File: src/rtl/load_store_unit_pkg.sv
// load_store_unit_pkg: shared operation codes, FSM states and helpers for the load/store unit.
package load_store_unit_pkg;
  typedef enum logic [1:0] {MEM_LW, MEM_LBU, MEM_SW, MEM_SB} mem_op_e;
  typedef enum logic [2:0] {IDLE, REQ, WAIT, DONE, ERR} lsu_state_e;
  localparam int MEM_TIMEOUT_DEFAULT = 255;
  function automatic logic is_store(mem_op_e op);
    return op == MEM_SW || op == MEM_SB;
  endfunction
  function automatic logic misaligned(mem_op_e op, logic [1:0] off);
    return (op == MEM_LW || op == MEM_SW) && off != 2'b00;
  endfunction
endpackage

File: src/rtl/load_store_unit_byte_lane_mux.sv
// byte_lane_mux: selects a load byte (zero-extended) and replicates a store byte across all lanes.
module byte_lane_mux (
  input  logic [31:0] rdata_i,
  input  logic [1:0]  sel_i,
  input  logic [7:0]  wbyte_i,
  output logic [31:0] rbyte_o,
  output logic [31:0] wrep_o
);
  assign rbyte_o = {24'b0, rdata_i[{sel_i, 3'b000} +: 8]};
  assign wrep_o  = {4{wbyte_i}};
endmodule

File: src/rtl/load_store_unit.sv
// load_store_unit: single-outstanding data-memory access FSM with byte lanes and a load timeout.
module load_store_unit
  import load_store_unit_pkg::*;
#(
  parameter int TIMEOUT_CYCLES = MEM_TIMEOUT_DEFAULT
) (
  input  logic        clk,
  input  logic        reset,
  input  logic        valid_i,
  input  mem_op_e     op_i,
  input  logic [31:0] addr_i,
  input  logic [31:0] wdata_i,
  output logic        ready_o,
  output logic        stall_o,
  output logic        mem_req_o,
  output logic        mem_we_o,
  output logic [31:0] mem_addr_o,
  output logic [31:0] mem_wdata_o,
  output logic [3:0]  mem_be_o,
  input  logic        mem_gnt_i,
  input  logic        mem_rvalid_i,
  input  logic [31:0] mem_rdata_i,
  output logic        done_o,
  output logic [31:0] load_data_o,
  output logic        err_o
);
  lsu_state_e  state_q, state_d;
  mem_op_e     op_q, op_d;
  logic [31:0] addr_q, addr_d, wdata_q, wdata_d, load_data_q, load_data_d;
  logic [7:0]  cnt_q, cnt_d;
  logic [31:0] rbyte, wrep;
  byte_lane_mux u_lanes (
    .rdata_i(mem_rdata_i),
    .sel_i  (addr_q[1:0]),
    .wbyte_i(wdata_q[7:0]),
    .rbyte_o(rbyte),
    .wrep_o (wrep)
  );
  always_comb begin
    state_d     = state_q;
    op_d        = op_q;
    addr_d      = addr_q;
    wdata_d     = wdata_q;
    cnt_d       = cnt_q;
    load_data_d = load_data_q;
    case (state_q)
      IDLE: if (valid_i) begin
        op_d    = op_i;
        addr_d  = addr_i;
        wdata_d = wdata_i;
        state_d = misaligned(op_i, addr_i[1:0]) ? ERR : REQ;
      end
      REQ: if (mem_gnt_i) begin
        state_d = is_store(op_q) ? DONE : WAIT;
        cnt_d   = '0;
      end
      WAIT: if (mem_rvalid_i) begin
        load_data_d = op_q == MEM_LW ? mem_rdata_i : rbyte;
        state_d     = DONE;
      end else if (cnt_q == 8'(TIMEOUT_CYCLES - 1)) begin
        state_d = ERR;
      end else begin
        cnt_d = cnt_q + 8'd1;
      end
      default: state_d = IDLE;
    endcase
  end
  always_ff @(posedge clk) begin
    if (reset) begin
      state_q     <= IDLE;
      op_q        <= MEM_LW;
      addr_q      <= '0;
      wdata_q     <= '0;
      cnt_q       <= '0;
      load_data_q <= '0;
    end else begin
      state_q     <= state_d;
      op_q        <= op_d;
      addr_q      <= addr_d;
      wdata_q     <= wdata_d;
      cnt_q       <= cnt_d;
      load_data_q <= load_data_d;
    end
  end
  assign ready_o     = state_q == IDLE;
  assign stall_o     = (valid_i && state_q == IDLE) || state_q == REQ || state_q == WAIT;
  assign mem_req_o   = state_q == REQ;
  assign mem_we_o    = is_store(op_q);
  assign mem_addr_o  = {addr_q[31:2], 2'b00};
  assign mem_be_o    = op_q == MEM_SB ? 4'b0001 << addr_q[1:0] : 4'b1111;
  assign mem_wdata_o = op_q == MEM_SB ? wrep : wdata_q;
  assign done_o      = state_q == DONE;
  assign err_o       = state_q == ERR;
  assign load_data_o = load_data_q;
endmodule

File: config.mk
export PLATFORM = sky130hd
export DESIGN_NAME = load_store_unit
export DESIGN_NICKNAME = d
export VERILOG_FILES = /design/src/rtl/load_store_unit_pkg.sv /design/src/rtl/load_store_unit_byte_lane_mux.sv /design/src/rtl/load_store_unit.sv
export SDC_FILE = /design/constraint.sdc
export NUM_CORES = 1
export LEC_CHECK = 0
export ABC_CLOCK_PERIOD_IN_PS = 2600
export CORE_AREA = 8 8 128 130
export CTS_CLUSTER_SIZE = 8
export DETAILED_ROUTE_END_ITERATION = 16
export DIE_AREA = 0 0 136 138
export PLACE_DENSITY = 0.66
export SYNTH_ARGS = -nofsm -noshare
export SYNTH_HDL_FRONTEND = slang
export SYNTH_SLANG_ARGS = --single-unit
File: constraint.sdc
create_clock -name clk -period 2.6 [get_ports clk]
set_input_delay 0.52 -clock clk [delete_from_list [all_inputs] [get_ports clk]]
set_output_delay 0.52 -clock clk [all_outputs]
set_load 0.01 [all_outputs]
=== Yosys cells after proc, flatten, opt, wreduce, memory -nomap -nowiden ===
Index checks and enable logic that the tools add are counted.

* Input port bits: 103
* Register bits: 109

* $add $sub $neg: 1
* Shift-type cells: 2
* Mux-type cells: 14
* Reduce and logical (&&, ||, !) cells: 15
* Equal/unequal tests: 13

{| class="wikitable"
|+ Operator list
! kind !! number
|-
| $mux 32 || 2
|-
| $shiftx 32x6->8 || 1
|-
| $mux 8 || 3
|-
| $pmux 8 s2 || 1
|-
| $mux 3 || 5
|-
| $pmux 3 s3 || 1
|-
| $add 8x1->8 const B || 1
|-
| $eq 8x8->1 const B || 1
|-
| $eq 2x2->1 const B || 3
|-
| $eq 3x2->1 const B || 2
|-
| $ne 2x2->1 const B || 3
|-
| $logic_not 2->1 || 2
|-
| $logic_or 1x1->1 || 4
|-
| $mux 4 || 1
|-
| $reduce_and 2->1 || 2
|-
| $reduce_and 4->1 || 1
|-
| $reduce_bool 2->1 || 2
|-
| $shl 1x2->4 const A || 1
|-
| $eq 3x1->1 const B || 1
|-
| $eq 3x3->1 const B || 1
|-
| $logic_not 3->1 || 1
|-
| $ne 3x3->1 const B || 1
|-
| $reduce_and 3->1 || 1
|-
| $logic_and 1x1->1 || 2
|-
| 2 further kinds || 2
|}

=== Depth between registers and ports, before layout ===
* Depth in word-level cells: 6
* Depth in mapped cells: 7
* Mapped depth without buffers: 6

=== Cells and area by module ===
A second synthesis with hierarchy kept.

* Cells, all modules: 703
* Area total of the unflattened synthesis: 5710.5 µm²

{| class="wikitable"
|+ By module, submodules not included
! module !! cells each !! times used !! area each (µm²)
|-
| load_store_unit || 636 || 1 || 5089.9
|-
| byte_lane_mux || 67 || 1 || 620.6
|}

=== Worst setup path before layout ===
Ideal clock, no wire load.

* Path kind: reg-to-output
* From: register addr_q[1]
* To: output port mem_be_o[2]
* Data required time: 2.080 ns
* Slack: 1.043 ns
* Cell stages (with the launch flop): 5
* Arrival: 1.037 ns
* Path buffers: 2
* Cells stage by stage: dfxtp_1 -> clkbuf_1 -> nor2b_1 -> clkbuf_1 -> or2_2

* Cells in the longest elaborated chain, start to end: 2

{| class="wikitable"
|+ Ends and longest elaborated chain
! element !! RTL line !! RTL
|-
| start: declaration || load_store_unit.sv:29 || <nowiki>logic [31:0] addr_q, addr_d, wdata_q, wdata_d, load_data_q, load_data_d;</nowiki>
|-
| start signal: assignment || load_store_unit.sv:79 || <nowiki>addr_q <= addr_d;</nowiki>
|-
| $shl 1x2->4 || load_store_unit.sv:90 || <nowiki>assign mem_be_o = op_q == MEM_SB ? 4'b0001 << addr_q[1:0] : 4'b1111;</nowiki>
|-
| $mux 4 || load_store_unit.sv:90 ||
|-
| end: declaration || load_store_unit.sv:19 || <nowiki>output logic [3:0] mem_be_o,</nowiki>
|}

No other way between the ends.

=== Final worst setup path ===
* From: register op_q[0]
* To: output port mem_wdata_o[30]

* Cells in the longest elaborated chain, start to end: 2

{| class="wikitable"
|+ Ends and longest elaborated chain
! element !! RTL line !! RTL
|-
| start: declaration || load_store_unit.sv:28 || <nowiki>mem_op_e op_q, op_d;</nowiki>
|-
| start signal: assignment || load_store_unit.sv:78 || <nowiki>op_q <= op_d;</nowiki>
|-
| $eq 2x2->1 || load_store_unit.sv:91 || <nowiki>assign mem_wdata_o = op_q == MEM_SB ? wrep : wdata_q;</nowiki>
|-
| $mux 32 || load_store_unit.sv:91 ||
|-
| end: declaration || load_store_unit.sv:18 || <nowiki>output logic [31:0] mem_wdata_o,</nowiki>
|}

No other way between the ends.

==> out/metrics.yaml <==
status: "completed"
relSlewSlack_pct: 53.3
post-route-min-period_ns: 2.46
synth_top_family_by_area: "simple AND/OR/NAND/NOR gates"
synth_compound_area_share_pct: 20.2
cts_max_level: 3
clk_latency_ns: 0.34
power_switching_share_pct: 27.8
synthTopCellsByCount: "nand2_1, dfxtp_1, a21oi_1, buf_4, nand3_1"
synthMuxAreaShare_pct: 1.83
combPwrFrac_pct: 23.6
num_io_pins: 209
drc: 0
p_leak_nw: 2.76
ctsResizeCount: 0
clock_power_share_pct: 33.6
worstRegToRegCells: 5
p_seq_share_pct: 42.9
hold_viol_final: 0
cts_setup_buffers: 0
hold_start: "load_data_o[29]$_SDFFE_PP0N_"
grt_max_degree: 64
synth_seq_cells: 109
fin_ws_ns: 0.142
drt_pass1_iterations: 5
p_switching_w: 0.00122
cts_buffers: 9
timing.max_cap.violations: 0
maxSlewViolCount: 0
nets: 869
vias_per_cell: 4.98
power.density_nw_per_um2: 615
rows: 44
yosys_most_used_dff: "dfxtp_1"
synthCells: 621
drtAntennaViolNets: 0
grt_usage_pct: 16.6
critical_path_required_ns: 2.08
critPathKind: "reg -> out"
min_path_cells: 2
yosysMostFrequentCell: "nand2_1"
clock_skew_ns: 0.00375
cts_hold_buf: 0
synth_fa_ha_area_share_pct: 0.509
yosysSeqAreaShare_pct: 44.3
syn2layout_area_growth_pct: 44.8
dp_hpwl_mm: 12.0
critical_path_peak_fanout: 18
synthArstFlopShare_pct: 0
synth.distinct_cells: 43
syn_avg_cell_area_um2: 7.92
tightest_slew_ns: 0.700
cts-root-buf: "clkbuf_16"
setup-violations-final: 0
synth_edf_count: 0
grt_pass1_wl_mm: 25.1
timing.rr.start: "state_q[1]$_SDFFE_PP0P_"
clkTransAtPathRegs_ns: 0.07
initial_utilization_pct: 34.4
drive_above_1_share_pct: 5.33
dpl_worst_slack_ns: 0.215
clk_path_buf_depth: 2
die-width_um: 136
yosys.area_share.simple_pct: 21.8
hold_path_class: "reg -> reg"
synth_top_area_share_pct: 44.3
overflow: 0
antenna_cells: 0
critPathCaptureType: "output pin"
p_int_w: 0.00316
start_kind: "flop"
synth_area_leaders: "dfxtp_1, nand2_1, a21oi_1, buf_4, a21o_1"
cts_sinks: 109
synth_warnings: 0
coreArea_um2: 14300
die_area_um2: 18800
drt-initial-drc-count: 389
worstPathArrival_ns: 1.94
fmax_ghz: 0.407
grt_pass1_vias: 4718
startpoint: "op_q[0]$_SDFFE_PP0P_"
cts_tree: "yes"
irDropWorstVdd_mv: 0.252
fin_crit_sh_pct: 94.5
vias: 4743
yosys.area.top_type: "dfxtp_1"
antenna_found_initial: 0
wl_per_cell_um: 17.0
fp.dieH_um: 138
port_buffers: 206
wirelength_mm: 16.2
synth.cell_area_um2: 4920
synth-xor-area-share_pct: 0
gp_congestion: 0.810
fin_tns_setup_ns: 0
rsz0062_at_grt: "no"
state kept, by name, summed over array words and instances, names as in the netlist:
signal,count
addr_q,32
cnt_q,8
load_data_o,32
op_q,2
state_q,3
wdata_q,32
layer usage:
layer	vias to the layer above	track usage, %	routed length (um)
met3	14	6.78	1770
met5	-	0	0
li1	2348	-	-
met2	199	27.1	7520
met1	2182	19.1	6710
met4	0	5.61	221
placed cells by master (no fill, tap or decap), types with 2 or more instances in the layout:
master	instances
inv_1	4
nor3b_2	2
nor2_1	11
a31oi_1	4
ha_1	2
conb_1	2
o21bai_1	2
buf_4	12
bufinv_16	2
mux2i_1	9
nand3_1	34
a21o_1	25
nand2_1	164
and2_1	2
or2_2	3
and3_1	9
clkbuf_16	9
dfxtp_1	108
a211oi_1	2
o21ai_0	12
o21ai_1	2
o2bb2ai_1	8
o211ai_1	2
buf_12	2
a21oi_1	96
clkinvlp_4	3
nand2b_1	4
clkdlybuf4s50_1	205
a221oi_1	8
power by group through the flow:
stage	combinational (W)	sequential, W	clock [W]
finish	0.00103	0.00188	0.00147
floorplan	0.000603	0.00189	0
global route	0.00112	0.00190	0.00157
detailed placement	0.00104	0.00192	0
global placement	0.00103	0.00191	0
CTS	0.00105	0.00188	0.00150
final cells by class:
cell class / instances / area (um^2)
multi-input cells: 420 / 2190
clock buffers: 10 / 229
inverters: 5 / 18.8
fillers: 1347 / 7190
repair buffers: 219 / 2180
flip-flops and latches: 109 / 2180
clock inverters: 6 / 87.6
well taps: 184 / 230
critical path, stage by stage (launching register included):
cell and delay, ns:
dfxtp_1 0.34, nand2_1 0.30, buf_12 0.28, a21o_1 0.18, clkdlybuf4s50_1 0.50
stage by stage:
step                instance area, um^2  hold WS, ns  util (%)  power [W]  std cells
CTS                                7120        0.455      49.8    0.00443        953
detailed placement                 6810        0.445      47.5    0.00296        937
global placement                   6810        0.438      47.5    0.00294        937
finish                             7130        0.453      49.8    0.00438        953
global route                       7130        0.464      49.8    0.00459        953
floorplan                          4920        0.437         -    0.00249        622
cell families after synthesis:
family                     count (synthesis)
and+or+nand+nor                          241
AOI/OAI and AO/OA                        166
DFF                                      109
buffers and inverters                     93
muxes                                      9
adders and majority gates                  2
other                                      1
final timing paths:
path                                                     end  slack (ns)
worst max-delay path                         mem_wdata_o[30]        0.14
worst min-delay path            load_data_o[29]$_SDFFE_PP0N_        0.45
worst max register to register  load_data_o[26]$_SDFFE_PP0N_        0.65
worst min register to register  load_data_o[29]$_SDFFE_PP0N_        0.45
Power figures use the tool's default switching activity.
